**config.mk**
```make
export PLATFORM = sky130hd
export DESIGN_NAME = multiplier_seq_nbit
export DESIGN_NICKNAME = d
export VERILOG_FILES = /design/src/rtl/multiplier_seq_nbit.sv
export SDC_FILE = /design/constraint.sdc
export NUM_CORES = 1
export LEC_CHECK = 0
export CORE_MARGIN = 10
export CORE_UTILIZATION = 62
export CTS_CLUSTER_SIZE = 30
export DETAILED_ROUTE_END_ITERATION = 10
export PLACE_DENSITY = 0.86
export RECOVER_POWER = 50
export SLEW_MARGIN = 20
export SYNTH_ARGS = -nofsm -noshare
export SYNTH_HDL_FRONTEND = slang
export SYNTH_SLANG_ARGS = --single-unit
```
**constraint.sdc**
```tcl
create_clock -name clk -period 7 [get_ports clk]
set_input_delay 1.05 -clock clk [delete_from_list [all_inputs] [get_ports clk]]
set_output_delay 1.05 -clock clk [all_outputs]
set_load 0.01 [all_outputs]
```
**src/rtl/multiplier_seq_nbit.sv**
```systemverilog
// Iterative radix-2 shift-add N x N multiplier with a full 2N-bit product and
// a run-time unsigned/signed mode. The engine handles one operation at a time.
module multiplier_seq_nbit #(
    parameter int N = 8
) (
    input  logic             clk,
    input  logic             rst_n,
    input  logic             in_valid,
    output logic             in_ready,
    input  logic [N-1:0]     a,
    input  logic [N-1:0]     b,
    input  logic             signed_mode,
    output logic             out_valid,
    input  logic             out_ready,
    output logic [2*N-1:0]   mul
);

    localparam int CW = (N > 2) ? $clog2(N) : 1;
    localparam logic [CW-1:0] LAST_BIT = CW'(N - 1);

    typedef enum logic [1:0] {IDLE, RUN, DONE} state_t;

    state_t           state_reg, state_next;
    logic [2*N-1:0]   mcand_reg, mcand_next;
    logic [N-1:0]     mplier_reg, mplier_next;
    logic [2*N-1:0]   acc_reg, acc_next;
    logic [CW-1:0]    cnt_reg, cnt_next;
    logic             sign_reg, sign_next;
    logic [2*N-1:0]   mul_reg, mul_next;

    logic             a_neg, b_neg;
    logic [N-1:0]     a_mag, b_mag;
    logic [2*N-1:0]   addend;
    logic [2*N-1:0]   acc_sum;

    // Magnitudes are taken before the loop so the engine itself is purely unsigned.
    assign a_neg = signed_mode & a[N-1];
    assign b_neg = signed_mode & b[N-1];
    assign a_mag = a_neg ? (~a + N'(1)) : a;
    assign b_mag = b_neg ? (~b + N'(1)) : b;

    // Partial product: the shifted multiplicand gated by the current multiplier bit.
    generate
        for (genvar gi = 0; gi < 2 * N; gi++) begin : g_addend
            assign addend[gi] = mcand_reg[gi] & mplier_reg[0];
        end
    endgenerate

    assign acc_sum = acc_reg + addend;

    always_ff @(posedge clk or negedge rst_n) begin
        if (!rst_n) begin
            state_reg  <= IDLE;
            mcand_reg  <= '0;
            mplier_reg <= '0;
            acc_reg    <= '0;
            cnt_reg    <= '0;
            sign_reg   <= 1'b0;
            mul_reg    <= '0;
        end else begin
            state_reg  <= state_next;
            mcand_reg  <= mcand_next;
            mplier_reg <= mplier_next;
            acc_reg    <= acc_next;
            cnt_reg    <= cnt_next;
            sign_reg   <= sign_next;
            mul_reg    <= mul_next;
        end
    end

    always_comb begin
        state_next  = state_reg;
        mcand_next  = mcand_reg;
        mplier_next = mplier_reg;
        acc_next    = acc_reg;
        cnt_next    = cnt_reg;
        sign_next   = sign_reg;
        mul_next    = mul_reg;

        case (state_reg)
            IDLE: begin
                if (in_valid) begin
                    mcand_next  = {{N{1'b0}}, a_mag};
                    mplier_next = b_mag;
                    acc_next    = '0;
                    cnt_next    = '0;
                    sign_next   = signed_mode & (a[N-1] ^ b[N-1]);
                    state_next  = RUN;
                end
            end
            RUN: begin
                acc_next    = acc_sum;
                mcand_next  = mcand_reg << 1;
                mplier_next = mplier_reg >> 1;
                cnt_next    = cnt_reg + CW'(1);
                if (cnt_reg == LAST_BIT) begin
                    // The final partial sum goes straight into the product register.
                    mul_next   = sign_reg ? (~acc_sum + (2 * N)'(1)) : acc_sum;
                    cnt_next   = '0;
                    state_next = DONE;
                end
            end
            DONE: begin
                if (out_ready) begin
                    state_next = IDLE;
                end
            end
            default: begin
                state_next = IDLE;
            end
        endcase
    end

    assign in_ready  = (state_reg == IDLE);
    assign out_valid = (state_reg == DONE);
    assign mul       = mul_reg;

endmodule

```
==> implementation parameters, run 1 <==
Parameter                              Value

Die
  Top-level I/O count    39
  Die height    99.9 µm
  FP Rows    29
  Core outline area    0.00628 mm²
  Starting utilization of the core area    63.1%
  Horizontal die dimension    99.9 µm
  Area of the die    0.00999 mm²

Routing
  Max layer used    met4
  1st-iter DRT viols    150
  DR vias/cell    6.04
  Routed length on met1    3870 µm
  1st-pass router iterations    5
  Number of DRC violations after detailed routing    0
  Overall via count from detail_route    3317
  Number of nets still failing antenna checks after routing    0
  Average wire length per cell after detail routing    15.6 µm
  Routed met3 length    502 µm
  Met2 routed wirelength    4060 µm
  Final WL    8590 µm

Critical path
  Number of cells on the critical path    2
  Startpoint of the worst register-to-register path    mplier_reg[0]
  Endpoint of the worst register-to-register path    mul[13]
  R2R Setup Slk    3460 ps
  Cell family contributing the most delay on the critical path    buffers and inverters
  Crit path kind    input port to async pin
  Largest stage delay, worst path    2230 ps
  Ordered list of cells on the worst path    buf_2 -> clkbuf_1
  CP endpoint kind    async pin
  CP bufs+invs    2
  Launching element type of the critical path    input port
  CP Data Required Time    6750 ps
  Worst Path Arrival    3390 ps
  Worst R2R Path Depth    11
  CP max-delay cell    clkbuf_1
  Worst-path maximum fanout    62

Clocking
  Clk sinks    62
  Clock tree from TritonCTS    done
  Worst-case clock buffer depth    2
  Insertion delay of the later-clocked pin in the worst-skew pair    350 ps
  Buffers inserted by post-CTS timing repair    0
  Cts repair resizes    0
  Number of H-tree levels    3
  Buffer cell driving the clock tree root    clkbuf_8
  Clock slew at the register clock pins of the worst setup and hold paths    70 ps
  Hold bufs inserted after CTS    0
  CTS buffer count    9

Synthesis
  Synth top area share    39.2%
  Count of different cell masters after synthesis    55
  Cells after synthesis    436
  Total nets after synthesis    478
  Yosys top cell by area    dfrtp_1
  Synth warnings    0
  Top post-synthesis cells by area    dfrtp_1, ha_1, o21ai_0
  Post-synth design cell area    0.00396 mm²
  Number of enable flip-flop cells after synthesis    0
  Register area share after synthesis    39.2%
  Synth Register Bits    62
  Cell with the most instances after synthesis    dfrtp_1
  Proportion of synthesized flip-flops having asynchronous set or reset    100%
  Top FF cell, synth    dfrtp_1
  Average size of a mapped cell    9.09 µm²
  Most instantiated cells after synthesis    dfrtp_1, nand2_1, o21ai_0

STA
  Max-slew headroom    -112%
  Worst Max-Slew Pin Slew    3170 ps
  Unrepaired setup endpoints after global routing    no
  Final slew viol count    63
  Worst clock skew    12.4 ps
  # setup viols final    0
  Fraction of the cycle the final worst path needs    51.9%
  Fin Setup TNS    0 ps
  Fin crit period    3630 ps
  Count of endpoints failing hold in the final timing report    0
  Fmax achieved    275 MHz

Min path
  Worst Hold End    mul[7]
  Cell depth of the worst hold path    2
  Critical hold path startpoint    mul[7]
  Type of the tightest min-delay check    flip-flop to flip-flop

Finish
  P&R area growth vs syn    15.0%
  Diode count    0
  Fraction of the core area covered by cells at the end of the flow    72.6%
  Number of filler instances in the final layout    495
  Fraction of layout instances using a drive strength above 1    7.63%
  # nets final    509

Placed design
  GP Congestion    0.915
  Input/output buffers    38
  Final HPWL from detailed placement    6390 µm

Run
  Number of max-cap violations    1

Power and ir drop
  VDD IR max    0.320 mV
  Pwr/cell area    472 mW/mm²
  Leakage power figure    2.04 nW

Global routing
  Vias in the first global route    3273
  Total routing usage reported by global routing    17.6%
  Initial antenna violation count    0
  Largest net degree at the start of global routing    63
  Grt total ovfl    0
  First-pass GRT wire length    14600 µm

Outcome
  Violated checks    capacitance limit, slew limit
  Outcome    finished, violations left
==> layout by cell type, fill, tap and decap left out, drive strengths merged, types with 3 or more instances in the layout <==
cell	synthesis	final
clkinv	0	3
inv	11	12
o21a	4	4
a211oi	4	4
nor3	6	6
clkbuf	18	11
nand2b	5	5
nand4	4	4
mux2	5	5
a22o	3	3
a21o	11	11
o21ai	54	54
nor2	21	21
nand3	23	23
nand2	61	61
xor2	11	11
clkdlybuf4s50	0	36
a22oi	13	13
a21oi	12	12
ha	20	20
mux2i	5	5
dfrtp	62	62
xnor2	20	20
o31ai	5	5
a31oi	7	7
and2	16	16
or3	3	3
nor2b	3	3
==> stage by stage <==
| step | power (W) | worst slack, ps | area, µm² | hold WS [ps] | std cells |
|---|---|---|---|---|---|
| 2_1_floorplan | 0.00153 | 3700 | 3960 | 462 | 436 |
| 3_3_place_gp | 0.00178 | 3590 | 4360 | 461 | 533 |
| 3_5_place_dp | 0.00184 | 3470 | 4360 | 469 | 533 |
| 4_1_cts | 0.00215 | 3460 | 4560 | 483 | 549 |
| 5_1_grt | 0.00233 | 2660 | 4560 | 526 | 549 |
| 6_report | 0.00215 | 3370 | 4560 | 478 | 549 |
==> area by class of cell <==
type | instances | area, µm² | share of cell area, %
Sequential cell | 62 | 1550 | 34.1
Clock inverter | 7 | 72.6 | 1.59
Inverter | 11 | 41.3 | 0.906
Clock buffer | 9 | 124 | 2.72
Timing Repair Buffer | 40 | 383 | 8.40
Multi-Input combinational cell | 343 | 2290 | 50.2
Tap cell | 77 | 96.3 | 2.11
==> where the power goes <==
part / leakage [nW] / internal, W / switching, W
registers: 0.787 / 0.000515 / 0.000114
logic: 1.16 / 0.000510 / 0.000694
clock network: 0.0956 / 0.000165 / 0.000151
==> layer usage <==
layer / track usage, % / vias up
li1: - / 1632
met4: 7.50 / 0
met1: 21.3 / 1573
met3: 3.91 / 12
met5: 0 / -
met2: 29.4 / 100
==> logic make-up (layout without fill, tap and decap cells) <==
| group | count (synthesis) | count (layout) | share of synthesized area, % |
|---|---|---|---|
| AND/OR/NAND/NOR | 151 | 151 | 18.7 |
| AO/OA/AOI/OAI | 130 | 130 | 22.5 |
| flip-flops | 62 | 62 | 39.2 |
| XOR/XNOR | 31 | 31 | 6.85 |
| buffers and inverters | 31 | 67 | 3.32 |
| adder cells (fa/ha/maj) | 21 | 21 | 6.82 |
| multiplexers | 10 | 10 | 2.68 |
==> how the worst max path moves through the flow <==
stage                    endpoint           from
floorplan                 mul[14]  mplier_reg[0]
global placement          mul[14]  mplier_reg[0]
detailed placement        mul[13]  mplier_reg[0]
CTS                       mul[13]  mplier_reg[0]
global route        mplier_reg[0]          rst_n
finish               mcand_reg[8]          rst_n
No activity file was read; power rests on OpenSTA's default activity.
==> run 2: changes to the inputs <==
- CORE_UTILIZATION: 62 -> 52
- PLACE_DENSITY: 0.86 -> 0.77
- clock period: 7 -> 3.1 ns (I/O delays scaled with it)
==> run 2 against run 1 <==
  * The run ends with capacitance limit, slew limit, setup timing left
  * Global-route usage shrank 0.77 points
  * Power grew to 2.5 times the previous value
  * Clock power is 130% higher
  * Worst setup slack worse by 3400 ps
  * Wire length rose by 11%
  * Utilization shrank 4.8 points
  * Via count up 5.4%
  * Cell area grew 9.1%
==> implementation parameters, run 2 (synthesis gave the netlist of run 1 again) <==
Parameter                              Value

Clocking
  Worst-case clock buffer depth    2
  Clk sinks    62
  Clock tree from TritonCTS    done
  Insertion delay of the later-clocked pin in the worst-skew pair    350 ps
  Number of H-tree levels    3
  CTS buffer count    9
  Clock slew at the register clock pins of the worst setup and hold paths    70 ps
  Buffer cell driving the clock tree root    clkbuf_8

Critical path
  Worst Path Arrival    3360 ps
  Worst-path maximum fanout    3
  R2R Setup Slk    -30 ps
  Launching element type of the critical path    flip-flop
  Crit path kind    flip-flop to flip-flop
  CP endpoint kind    flip-flop
  CP Data Required Time    3330 ps

Routing
  1st-iter DRT viols    161
  Number of DRC violations after detailed routing    0
  Overall via count from detail_route    3497
  Number of nets still failing antenna checks after routing    0
  Average wire length per cell after detail routing    15.8 µm
  Final WL    9570 µm
  DR vias/cell    5.77
  1st-pass router iterations    4

Finish
  Most common cell after layout, fill and taps aside    dfrtp_1
  Number of filler instances in the final layout    587
  Count of placed standard cells in the final layout, fillers left out    606
  Fraction of layout instances using a drive strength above 1    16.4%
  # nets final    544
  Most used cells in the layout excluding fill and tap cells    dfrtp_1, nand2_1, o21ai_0, clkdlybuf4s50_1, buf_4
  Fraction of the core area covered by cells at the end of the flow    67.8%
  P&R area growth vs syn    25.4%
  Diode count    0

Die
  FP Rows    31
  Starting utilization of the core area    54.1%
  Area of the die    0.0115 mm²
  Die height    107 µm
  Top-level I/O count    39
  Core outline area    0.00733 mm²
  Horizontal die dimension    107 µm

Min path
  Type of the tightest min-delay check    flip-flop to flip-flop

STA
  Fin crit period    3130 ps
  Fraction of the cycle the final worst path needs    101%
  Fin Hold WS    477 ps
  Count of endpoints failing hold in the final timing report    0
  Fin Setup TNS    -30.8 ps
  # setup viols final    1
  Worst Max-Slew Pin Slew    2520 ps
  Worst clock skew    11.4 ps
  Final slew viol count    49
  Fmax achieved    319 MHz
  Max-slew headroom    -68.1%
  Unrepaired setup endpoints after global routing    yes
  Minimum setup slack in the final design    -30.8 ps

Outcome
  Outcome    finished, violations left
  Violated checks    capacitance limit, slew limit, setup timing

Placed design
  GP Congestion    0.882
  Final HPWL from detailed placement    7070 µm
  Count of placed standard cells including taps    583
  Input/output buffers    38

Global routing
  Vias in the first global route    3491
  Largest net degree at the start of global routing    49
  Total routing usage reported by global routing    16.8%
  Grt total ovfl    0
  Initial antenna violation count    0
  First-pass GRT wire length    16000 µm

Power and ir drop
  Leakage power figure    2.25 nW
  VDD IR max    0.576 mV
  Pwr/cell area    1100 mW/mm²

Run
  Number of max-cap violations    1
run 2: cell types whose count changed in the layout (fill, tap and decap cells not counted), moves of 3 or more:
| cell | delta |
|---|---|
| o21ai_2 | +3 |
| mux2_4 | +3 |
| buf_4 | +34 |
| o21ai_1 | -3 |
| ha_1 | -3 |
| mux2_2 | -3 |
run 2: per-layer routing:
| layer | global-route usage, % | part of all wire [%] | up-vias | wire, µm |
|---|---|---|---|---|
| li1 | - | - | 1700 | - |
| met2 | 27.4 | 47 | 113 | 4470 |
| met3 | 3.83 | 6.8 | 18 | 647 |
| met1 | 21.1 | 45 | 1666 | 4320 |
| met5 | 0 | 0 | - | 0 |
| met4 | 6.77 | 1.4 | 0 | 136 |
run 2: critical path, cell delays in order, from the launching register on:
cell and delay [ps]:
dfrtp_1 390, and2_1 170, ha_2 180, fa_2 340, a21o_1 200, and4_4 190
or4_4 490, a32oi_2 210, nand4_1 200, o31ai_2 290, xnor2_1 90, mux2_4 260
run 2: report_power, final:
group | internal (W) | switching (W)
logic | 0.00154 | 0.00179
registers | 0.00116 | 0.000238
clock network | 0.000390 | 0.000333
run 2: worst paths after layout:
path,depth (start not counted),start,end
worst max register to register,11,mplier_reg[0],mul[13]
worst min-delay path,2,mul[6],mul[6]
worst max-delay path,11,mplier_reg[0],mul[13]
min in group asynchronous,1,rst_n,mul[3]
max in group asynchronous,1,rst_n,state_reg[1]
worst min register to register,2,mul[6],mul[6]
run 2: layout make-up:
cell class | count | area, µm² | share of cell area [%]
multi-input combinational | 343 | 2410 | 48.6
sequential | 62 | 1550 | 31.2
timing repair buffer | 75 | 641 | 12.9
clock buffer | 10 | 138 | 2.77
tap | 99 | 124 | 2.49
clock inverter | 6 | 61.3 | 1.23
inverter | 11 | 41.3 | 0.831
run 2: what timing repair did:
item                                    4_1_cts  5_1_grt
pin swaps                                    15        7
setup buffers                                 6        1
resized for setup                            10        9
hold buffers                                  0        0
endpoints found under the setup margin        5        6
run 2: per-stage QoR:
step                      power, W  instance area (µm²)  worst slack (ps)
final                      0.00546                 4970             -30.8
after global routing       0.00587                 4970              -152
after CTS                  0.00535                 4920             -58.6
after detailed placement   0.00452                 4620              -171
after global placement     0.00442                 4620             -64.4
after floorplan            0.00349                 3980              -175
==> variant (config.mk and constraints of run 2) <==
Encoding of `state_t`: now one-hot (3 bits for 3 states).
--- a/src/rtl/multiplier_seq_nbit.sv
+++ b/src/rtl/multiplier_seq_nbit.sv
@@ -18,7 +18,7 @@
     localparam int CW = (N > 2) ? $clog2(N) : 1;
     localparam logic [CW-1:0] LAST_BIT = CW'(N - 1);
 
-    typedef enum logic [1:0] {IDLE, RUN, DONE} state_t;
+    typedef enum logic [2:0] {IDLE = 3'b001, RUN = 3'b010, DONE = 3'b100} state_t;
 
     state_t           state_reg, state_next;
     logic [2*N-1:0]   mcand_reg, mcand_next;
Behaviour: no difference found for any inputs over 4 cycles, from zero or initial values and one cycle with rst_n low; so few cycles prove little.
==> variant against run 2 <==
The flow finishes with violations (capacitance limit, slew limit); critical endpoint unchanged; power shrank 27%; worst setup slack better by 98 ps; combinational power is 39% lower; sequential cell count increased by 1; area after synthesis decreased by 0.28%; cell area decreased by 2.8%; wire length shrank 5.4%; count of clock-buffer cells in the layout increased by 2; clock power rose by 5.3%.
==> variant: results <==
[outcome]
status = finished with violations
violations = capacitance limit, slew limit

[synth]
synth_area_leaders = dfrtp_1, nand2_1, ha_1
synth.net_count = 493
synthTopCellsByCount = nand2_1, dfrtp_1, o21ai_0
synthDistinctLibCells = 61
synth-seq-area-share_pct = 39.9

[global_route]
grt_pass1_vias = 3347
grt_usage_pct = 15.4
antenna_found_initial = 0
grt_max_degree = 64
grt_pass1_wl_mm = 15.0

[worst_setup_path]
crit_fanout = 7
required_ps = 3300
cp_slowest_cell = o41ai_2
critPathMaxStageDelay_ps = 440

[finish]
drive_gt1_share_pct = 11.9
nets = 541

[placed_design]
pre_cts_ws_ps = 26.7
place.port_buffers = 38
finalWeightedCongestion = 0.902
dp_hpwl_mm = 6.77

[clock_network]
clk_pin_slew_worst_paths_ps = 70
htreeDepth = 3
cts-root-buf = clkbuf_8
clkLatencyLatePin_ps = 340
cts_buffer_depth = 2

[run]
maxCapViolations = 1

[drt]
routedWlPerCell_um = 15.0
first_iter_violations = 130
via_per_inst = 5.75
ant_nets = 0
dr.pass1.iters = 5

[timing]
worst_slew_margin_rel_pct = -1.40
final-max-slew-violation-count = 64
setup_violations = 0
skew_ps = 8.35

[min_path]
hp-class = flip-flop to flip-flop

[power_and_ir_drop]
p_leak_uw = 0.00223
vdd_ir_drop_max_v = 0.000446
## variant: worst paths after layout
path,from,to,slack [ps],cells past startpoint
setup / recovery,mplier_reg[0],mul[13],70,11
max in group asynchronous,rst_n,mul[3],1600,2
setup reg to reg,mplier_reg[0],mul[13],70,11
hold / removal,mul[9],mul[9],470,2
hold reg to reg,mul[9],mul[9],470,2
min in group asynchronous,rst_n,mul[15],550,2
## variant: layout make-up
class / instances / area, um2
fillers: 581 / 2500
well taps: 99 / 124
clock buffers: 12 / 135
clock inverters: 4 / 70.1
repair buffers: 57 / 519
multi-input cells: 355 / 2350
inverters: 13 / 48.8
flip-flops and latches: 63 / 1580
## variant: layer usage
layer	routed length (um)	track usage (%)	part of all wire [%]	vias up
met5	0	0	0	-
met4	194	6.67	2.1	0
met3	461	2.99	5.1	13
met2	4060	24.0	45	95
met1	4340	20.4	48	1643
li1	-	-	-	1714
## variant: logic make-up after synthesis
logic type / count (synthesis) / synth area share, %
AND/OR/NAND/NOR: 179 / 21.7
AO/OA/AOI/OAI: 122 / 20.5
flip-flops: 63 / 39.9
buffers and inverters: 33 / 3.64
XOR/XNOR: 31 / 6.87
adder cells (fa/ha/maj): 21 / 6.84
multiplexers: 2 / 0.538
## variant: what timing repair did
item                                    CTS  global route
buffers inserted                          0             3
resized for setup                         0            22
endpoints found under the setup margin    0             7
## variant: critical path: cells and delay by family (launching register included)
family	cells	cell delay, ps
buffers and inverters	1	200
AO/OA/AOI/OAI	6	1450
flip-flops	1	390
adder cells (fa/ha/maj)	2	530
AND/OR/NAND/NOR	1	160
XOR/XNOR	1	170
## variant: stage by stage
step,instances,TNS [ps],area (um2)
2_1_floorplan,451,-39.8,3970
3_3_place_gp,584,0,4510
3_5_place_dp,584,0,4510
4_1_cts,600,0,4710
5_1_grt,603,-57.7,4830
6_report,603,0,4830
## variant: power by group
part	total, uW	switching, uW	internal, uW	leakage, uW
combinational	2040	1140	899	0.00128
clock	761	309	451	0.000104
sequential	1180	162	1020	0.000842
total	3980	1610	2370	0.00223
